--- src/rtl/sbox_bank_prog_if.sv ---
`timescale 1ns/1ps
// Lookup handshake bundle for sbox_bank_prog.
//   in_valid / in_ready / in_word    : request side, one N_CH*IN_W word per transfer
//   out_valid / out_ready / out_word : result side, one N_CH*OUT_W word per transfer
// master = the requester/consumer, slave = the S-box bank.
interface sbox_bank_prog_if #(
  parameter int N_CH  = 8,
  parameter int IN_W  = 6,
  parameter int OUT_W = 2
);
  logic                    in_valid;
  logic                    in_ready;
  logic [N_CH*IN_W-1:0]    in_word;
  logic                    out_valid;
  logic                    out_ready;
  logic [N_CH*OUT_W-1:0]   out_word;

  modport master (
    output in_valid, in_word, out_ready,
    input  in_ready, out_valid, out_word
  );

  modport slave (
    input  in_valid, in_word, out_ready,
    output in_ready, out_valid, out_word
  );
endinterface

--- src/rtl/sbox_bank_prog.sv ---
`timescale 1ns/1ps
// sbox_bank_prog
//   Bank of N_CH run-time programmable S-boxes (IN_W -> OUT_W each), evaluated
//   in parallel with one registered output stage. Tables are written in LOAD,
//   looked up in RUN.
// Ports
//   clk, rst_n        : rising-edge clock, synchronous active-low reset
//   cfg_we/ch/addr/data: table write port (LOAD only, out-of-range channel ignored)
//   cfg_done          : LOAD -> RUN
//   cfg_reload        : RUN -> LOAD when the pipeline is empty and idle
//   bus (slave)       : in_valid/in_ready/in_word request, out_valid/out_ready/out_word result
//   running           : high in RUN
//   lookup_cnt        : accepted lookups, free-running 32-bit wrap
module sbox_bank_prog #(
  parameter int N_CH  = 8,
  parameter int IN_W  = 6,
  parameter int OUT_W = 2,
  localparam int CH_W = (N_CH > 1) ? $clog2(N_CH) : 1
) (
  input  logic              clk,
  input  logic              rst_n,
  input  logic              cfg_we,
  input  logic [CH_W-1:0]   cfg_ch,
  input  logic [IN_W-1:0]   cfg_addr,
  input  logic [OUT_W-1:0]  cfg_data,
  input  logic              cfg_done,
  input  logic              cfg_reload,
  sbox_bank_prog_if.slave   bus,
  output logic              running,
  output logic [31:0]       lookup_cnt
);

  localparam int DEPTH = 2**IN_W;

  typedef enum logic {ST_LOAD, ST_RUN} state_t;

  state_t                  state;
  logic [OUT_W-1:0]        tbl [N_CH][DEPTH];
  logic                    out_valid_q;
  logic [N_CH*OUT_W-1:0]   out_word_q;
  logic [31:0]             lookup_cnt_q;
  logic [N_CH*OUT_W-1:0]   lookup_word;
  logic                    fire;
  logic                    ch_ok;

  // Parallel table read for every channel from its own slice of in_word.
  always_comb begin
    // NOTE: default assignment first so every path drives the full vector and no latch is inferred.
    lookup_word = '0;
    for (int c = 0; c < N_CH; c++) begin
      lookup_word[c*OUT_W +: OUT_W] = tbl[c][bus.in_word[c*IN_W +: IN_W]];
    end
  end

  // cfg_ch can encode values past the last channel when N_CH is not a power of two.
  assign ch_ok = (int'(cfg_ch) < N_CH);

  // A new request is taken whenever the output register is free or being drained this cycle.
  assign bus.in_ready  = (state == ST_RUN) && (!out_valid_q || bus.out_ready);
  assign fire          = bus.in_valid && bus.in_ready;
  assign bus.out_valid = out_valid_q;
  assign bus.out_word  = out_word_q;
  assign running       = (state == ST_RUN);
  assign lookup_cnt    = lookup_cnt_q;

  // NOTE: all state below is updated with non-blocking assignments so every register samples pre-edge values.
  always_ff @(posedge clk) begin
    if (!rst_n) begin
      state        <= ST_LOAD;
      out_valid_q  <= 1'b0;
      out_word_q   <= '0;
      lookup_cnt_q <= '0;
      // NOTE: the tables are flops, not RAM, because reset must return every entry to zero.
      for (int c = 0; c < N_CH; c++) begin
        for (int a = 0; a < DEPTH; a++) begin
          tbl[c][a] <= '0;
        end
      end
    end else begin
      case (state)
        ST_LOAD: begin
          // A write coinciding with cfg_done still lands before RUN starts.
          if (cfg_we && ch_ok) begin
            tbl[cfg_ch][cfg_addr] <= cfg_data;
          end
          if (cfg_done) begin
            state <= ST_RUN;
          end
        end

        ST_RUN: begin
          if (fire) begin
            out_word_q   <= lookup_word;
            out_valid_q  <= 1'b1;
            lookup_cnt_q <= lookup_cnt_q + 32'd1;
          end else if (out_valid_q && bus.out_ready) begin
            out_valid_q  <= 1'b0;
          end
          // Reload only from a fully idle pipeline; otherwise the request is simply dropped.
          if (cfg_reload && !out_valid_q && !fire) begin
            state <= ST_LOAD;
          end
        end

        default: state <= ST_LOAD;
      endcase
    end
  end

endmodule

--- src/flat_wrapper.sv ---
// flat-port wrapper written by rule: the top's interface ports become plain ports
module sbox_bank_prog_flat 
#(
  parameter int N_CH  = 8,
  parameter int IN_W  = 6,
  parameter int OUT_W = 2,
  localparam int CH_W = (N_CH > 1) ? $clog2(N_CH) : 1
)
  (clk, rst_n, cfg_we, cfg_ch, cfg_addr, cfg_data, cfg_done, cfg_reload, running, lookup_cnt, bus_in_valid, bus_in_word, bus_out_ready, bus_in_ready, bus_out_valid, bus_out_word);
  sbox_bank_prog_if #(.N_CH(N_CH), .IN_W(IN_W), .OUT_W(OUT_W)) bus_i ();
  input  logic clk;
  input  logic rst_n;
  input  logic cfg_we;
  input  logic [CH_W-1:0] cfg_ch;
  input  logic [IN_W-1:0] cfg_addr;
  input  logic [OUT_W-1:0] cfg_data;
  input  logic cfg_done;
  input  logic cfg_reload;
  output logic running;
  output logic [31:0] lookup_cnt;
  input wire logic [$bits(bus_i.in_valid)-1:0] bus_in_valid;
  input wire logic [$bits(bus_i.in_word)-1:0] bus_in_word;
  input wire logic [$bits(bus_i.out_ready)-1:0] bus_out_ready;
  output wire logic [$bits(bus_i.in_ready)-1:0] bus_in_ready;
  output wire logic [$bits(bus_i.out_valid)-1:0] bus_out_valid;
  output wire logic [$bits(bus_i.out_word)-1:0] bus_out_word;
  assign bus_i.in_valid = bus_in_valid;
  assign bus_i.in_word = bus_in_word;
  assign bus_i.out_ready = bus_out_ready;
  assign bus_in_ready = bus_i.in_ready;
  assign bus_out_valid = bus_i.out_valid;
  assign bus_out_word = bus_i.out_word;
  sbox_bank_prog #(.N_CH(N_CH), .IN_W(IN_W), .OUT_W(OUT_W)) u_core (.clk(clk), .rst_n(rst_n), .cfg_we(cfg_we), .cfg_ch(cfg_ch), .cfg_addr(cfg_addr), .cfg_data(cfg_data), .cfg_done(cfg_done), .cfg_reload(cfg_reload), .bus(bus_i), .running(running), .lookup_cnt(lookup_cnt));
endmodule
--- config.mk ---
export PLATFORM = sky130hd
export DESIGN_NAME = sbox_bank_prog_flat
export DESIGN_NICKNAME = d
export VERILOG_FILES = /design/src/rtl/sbox_bank_prog_if.sv /design/src/rtl/sbox_bank_prog.sv /design/src/flat_wrapper.sv
export SDC_FILE = /design/constraint.sdc
export NUM_CORES = 2
export LEC_CHECK = 0
export CORE_MARGIN = 1
export CORE_UTILIZATION = 36
export DETAILED_ROUTE_END_ITERATION = 8
export PLACE_DENSITY_LB_ADDON = 0.25
export REMOVE_ABC_BUFFERS = 1
export SLEW_MARGIN = 0
export SYNTH_ARGS = -nofsm -noshare
export SYNTH_HDL_FRONTEND = slang
export SYNTH_SLANG_ARGS = --single-unit
--- constraint.sdc ---
create_clock -name clk -period 2.2 [get_ports clk]
set_clock_uncertainty 0.05 [all_clocks]
set_input_delay 0.44 -clock clk [delete_from_list [all_inputs] [get_ports clk]]
set_output_delay 0.44 -clock clk [all_outputs]
set_load 0.1 [all_outputs]
# Yosys cells after proc, flatten, opt, wreduce, memory -nomap -nowiden
# Memories as Yosys holds them, arrays and structs flattened.
# Cells that the tools add are included.
[totals]
reg_bits = 50
ramBits = 1024
in_bits = 66
out_inout_bits = 51
wordCells = 78
n_memories = 1
[classes]
add_sub_neg = 1
magnitude_cmp = 10
n_mux = 39
bitwise_logic = 10
n_reduce_logical = 13
[memory_table]
columns = ["memory", "words", "width", "read_ports", "rd_clocked_by_memory_dff", "write_ports", "line_no", "text"]
rows = [
  ["u_core.tbl", 8, 128, 8, 0, 8, "sbox_bank_prog.sv:38", "logic [OUT_W-1:0] tbl [N_CH][DEPTH];"],
]
[ops]
columns = ["cell", "n"]
rows = [
  ["$mux W128", 3],
  ["$reduce_or A128 Y1", 1],
  ["$bmux W2 S6", 8],
  ["$ge A7 B7 Y1 const B", 9],
  ["$not A6 Y7", 9],
  ["$mux W2", 17],
  ["$add A32 B1 Y32 const B", 1],
  ["$demux W2 S6", 1],
  ["$mux W1", 8],
  ["$lt A7 B1 Y1 const B", 1],
  ["$logic_and A1 B1 Y1", 6],
  ["$reduce_and A2 Y1", 2],
  ["$mux W3", 1],
  ["$logic_not A1 Y1", 2],
  ["$pmux W1 S2", 1],
  ["$reduce_bool A2 Y1", 1],
  ["$logic_or A1 B1 Y1", 1],
  ["$not A1 Y1", 1],
]

# Depth between registers and ports, before layout
[depth]
depth_word = 8
ltp_mapped = 9
mapped_depth_nobuf = 6

# Worst setup path before layout
# No wires, ideal clock.
[synth_timing]
path_type = "register to register"
startpoint = "reg u_core.state, in the netlist u_core.running"
endpoint = "reg u_core.lookup_cnt_q[31], in the netlist u_core.lookup_cnt[31]"
setup_ns = 0.115
t_arrival_ns = 2.532
required_time_ns = 2.035
path_slack_ns = -0.497
path_stages_with_launch = 8
n_path_buf = 1
period_less_slack_ns = 2.697
cell_sequence = "dfxtp_1 -> nand2_1 -> nor4b_2 -> and4b_1 -> buf_2 -> nand4_1 -> xnor2_1 -> and2_1"
[synth_via]
elab_chain_len = 3
[synth_rtl]
columns = ["item", "line_no", "text"]
rows = [
  ["start: declaration", "sbox_bank_prog.sv:37", "state_t state;"],
  ["start signal: assignment", "sbox_bank_prog.sv:69", "state <= ST_LOAD;"],
  ["start signal: assignment", "sbox_bank_prog.sv:87", "state <= ST_RUN;"],
  ["start signal: assignment", "sbox_bank_prog.sv:101", "state <= ST_LOAD;"],
  ["$logic_and A1 B1 Y1", "sbox_bank_prog.sv:59", "assign bus.in_ready = (state == ST_RUN) && (!out_valid_q || bus.out_ready);"],
  ["$logic_and A1 B1 Y1", "sbox_bank_prog.sv:60", "assign fire = bus.in_valid && bus.in_ready;"],
  ["$reduce_and A2 Y1 (no line) (*)", "n/a", ""],
  ["end signal: assignment", "sbox_bank_prog.sv:95", "lookup_cnt_q <= lookup_cnt_q + 32'd1;"],
  ["end: declaration", "sbox_bank_prog.sv:41", "logic [31:0] lookup_cnt_q;"],
]
# Every way passes the cells marked *; elsewhere a longest branch is shown, timed or not.
# A chain may end at the register's enable or synchronous reset.

# Worst setup path after layout
[layout_timing]
startpoint = "in bus_out_ready"
endpoint = "out bus_in_ready"
[layout_via]
elab_chain_len = 2
[layout_rtl]
columns = ["item", "line_no", "text"]
rows = [
  ["start: declaration", "flat_wrapper.sv:23", "input wire logic [$bits(bus_i.out_ready)-1:0] bus_out_ready;"],
  ["$logic_or A1 B1 Y1", "sbox_bank_prog.sv:59", ""],
  ["$logic_and A1 B1 Y1", "sbox_bank_prog.sv:59", ""],
  ["end: declaration", "flat_wrapper.sv:24", "output wire logic [$bits(bus_i.in_ready)-1:0] bus_in_ready;"],
]
# No other way between the ends.

==> results.ini <==
[final_layout]
fillerInstances = 12500
syn2layout_area_growth_pct = 22.8
finalNetCount = 4633
drive_above_1_share_pct = 21.1
design_area_um2 = 61600

[cts]
clkLatencyLatePin_ps = 750
cts_tree = built
cts_buffers = 114
clockBufferDepth = 3
clk_pin_slew_ps = 60
cts_num_sinks = 1074
cts-root-buf = clkbuf_16
h-tree-depth = 3

[routing]
ant_nets = 0
drtIter0Drc = 3379
wl_per_cell_um = 23.2
drcViolationCount = 0
routed_via_density = 5.48
firstDrtPassIters = 8
wirelength_um = 150000
vias = 35400

[global_routing]
grt_max_degree = 111
grt_pass1_wl_um = 220000
grt_overflow_total = 0
grt_pass1_vias = 34800
grt_use_total_pct = 21.0
antenna_found_initial = 9

[setup_path]
critPathKind = in2out
required_ps = 1710
startpoint_type = input pin
cp_max_fo = 4
r2r_cells = 8
crit_arrival_ps = 1750
cp-end-kind = primary output

[worst_hold_path]
min_delay_path_depth = 3
holdCritPathClass = in2reg

[sta]
grt_setup_unrepaired = true
fin_crit_sh_pct = 102
period_minus_slack_ps = 2240
setup_viol = 1
whs_ps = 299
drv_slew = 0
max_freq_mhz = 446
hold_violations = 0
worst_slack_ps = -41.5
slew_headroom_pct = 38.0
tightest_slew_ps = 930

[outcome]
violations = negative setup slack
status = complete, but fails checks

[placed_design]
dp_hpwl_um = 104000
io_buffer_count = 116
place_ws_ps = -656
place.gp.congestion = 0.836
place_area_um2 = 58100

[logic_synthesis]
synth_cells = 4176
synth_edf_count = 1024
async_flop_share_pct = 0
ys_seq_area_share_pct = 63.3
ys_seq_elements = 1074
synth_cell_type_count = 52
yosys_warnings = 0
syn_avg_cell_area_um2 = 12.0
netlist_area_um2 = 50200
yosys_most_used_dff = edfxtp_1

[pwr]
combPwrFrac_pct = 8.5
clkPwrFrac_pct = 39.8
switching_power_mw = 10.7
ir_worst_vdd_mv = 0.657
cellPowerDensity_nw_per_um2 = 732
p_leak_nw = 21.3
switching_share_pct = 23.7
internal_power_mw = 34.4
power_frac_seq_pct = 51.7

[die]
die_h_um = 375
die_w_um = 375
fp-row-count = 136
initial_core_util_pct = 36.4
core_area_um2 = 138000
ios = 117
dieArea_um2 = 141000

[run]
maxCapViolCount = 0

## power by group through the flow
stage	clock, mW	combinational [mW]	sequential [mW]
final	17.9	3.86	23.3
after global routing	18.9	4.10	23.4
after CTS	18.2	3.81	23.3
after detailed placement	0	3.79	23.7
after global placement	0	3.74	23.7
after floorplan	0	1.65	23.8
## sequential cells by signal, indices dropped and copies added (netlist names)
signal,flops
u_core.tbl,1024
u_core.lookup_cnt,32
u_core.bus.out_word,16
u_core.bus.out_valid,1
u_core.running,1
## through the flow
step           TNS (ps)  utilization (%)  power (mW)  cells
2_1_floorplan   -424660                -        25.4   3725
3_3_place_gp    -574230             42.2        27.5   6243
3_5_place_dp    -648400             42.2        27.5   6243
4_1_cts           -45.1             44.7        45.3   6452
5_1_grt           -59.4             44.7        46.4   6454
6_report          -41.5             44.7        45.1   6454
## cells in the mapped netlist (11+ instances only)
| library cell | number | area, µm² |
|---|---|---|
| nand4b_1 | 15 | 131 |
| nor2_1 | 1041 | 3910 |
| edfxtp_1 | 1024 | 30700 |
| a31oi_1 | 14 | 87.6 |
| clkbuf_1 | 355 | 1330 |
| buf_2 | 37 | 185 |
| o311a_1 | 14 | 140 |
| a21oi_1 | 22 | 110 |
| xnor2_1 | 20 | 175 |
| a22oi_1 | 100 | 751 |
| o21ai_0 | 512 | 2560 |
| dfxtp_1 | 50 | 1000 |
| a211oi_1 | 22 | 165 |
| and2_1 | 38 | 238 |
| a2111oi_0 | 12 | 105 |
| nor3_1 | 33 | 165 |
| nand4_1 | 21 | 131 |
| nand3_1 | 17 | 85.1 |
| a22o_1 | 30 | 263 |
| o211ai_1 | 12 | 90.1 |
| mux4_2 | 128 | 2880 |
| buf_4 | 30 | 225 |
| mux2i_1 | 288 | 2880 |
| nor2b_1 | 55 | 344 |
| nand2b_1 | 11 | 68.8 |
| nor3b_1 | 24 | 180 |
| nand2_1 | 143 | 537 |
| buf_1 | 28 | 105 |
## cells by family after synthesis
kind of cell               after synthesis  share of synthesized area, %
DFF                                   1074                          63.3
xor gates and xnor gates                26                         0.454
and+or+nand+nor                       1438                          12.2
muxes                                  416                          11.5
adders and majority gates                1                        0.0249
buffers and inverters                  460                          3.77
AOI/OAI and AO/OA                      761                          8.82
## critical path: stages
cell and delay, ps:
clkdlybuf4s50_1 660, nand2b_4 220, and2_4 150, buf_12 110, buf_12 160
## repair_timing
item | CTS | global route
setup endpoints to repair | 3 | 824
resized for setup | 21 | 219
hold buffers | 0 | 0
endpoints found under the hold margin | 0 | 0
buffers inserted | 2 | 1
## cell usage in the layout (no fill, tap or decap), types with 21 or more instances in the layout
cell | netlist | layout
nand2_1 | 143 | 125
nand4_1 | 21 | 21
nor3b_1 | 24 | 24
clkbuf_16 | 0 | 116
a22o_1 | 30 | 30
nor2_1 | 1041 | 1041
buf_4 | 30 | 504
a211oi_1 | 22 | 22
a21oi_1 | 22 | 22
clkdlybuf4s50_1 | 0 | 56
clkbuf_1 | 355 | 28
mux2i_1 | 288 | 288
o21ai_0 | 512 | 290
a22oi_1 | 100 | 100
and2_1 | 38 | 37
edfxtp_1 | 1024 | 1024
clkinv_1 | 0 | 37
o21ai_1 | 9 | 224
buf_12 | 0 | 154
nor2b_1 | 55 | 54
nor3_1 | 33 | 33
dfxtp_1 | 50 | 48
mux4_2 | 128 | 128
## final cells by class
type	count	area (µm²)	share of cell area, %
multi-input cells	2642	16600	27.0
clock buffers	144	3010	4.88
flip-flops and latches	1074	31800	51.5
clock inverters	65	427	0.693
repair buffers	725	7500	12.2
well taps	1794	2240	3.64
diodes	1	2.50	0.00406
inverters	9	33.8	0.0548
## worst paths after layout
check                                      startpoint               endpoint  slack (ps)
worst max-delay path                    bus_out_ready           bus_in_ready         -40
worst min-delay path                            rst_n       u_core.tbl[4][7]         300
worst max register to register         u_core.running     u_core.tbl[3][125]          40
worst min register to register  u_core.lookup_cnt[22]  u_core.lookup_cnt[22]         470
## routing by layer
metal	GRT usage [%]	routed length, µm	part of all wire [%]	vias to the layer above
li1	-	-	-	16000
met1	28.1	62300	42	17700
met2	33.8	70100	47	1399
met3	3.90	11600	7.7	283
met4	8.25	5730	3.8	8
met5	0	46	0.031	-
Power figures use the tool's default switching activity.
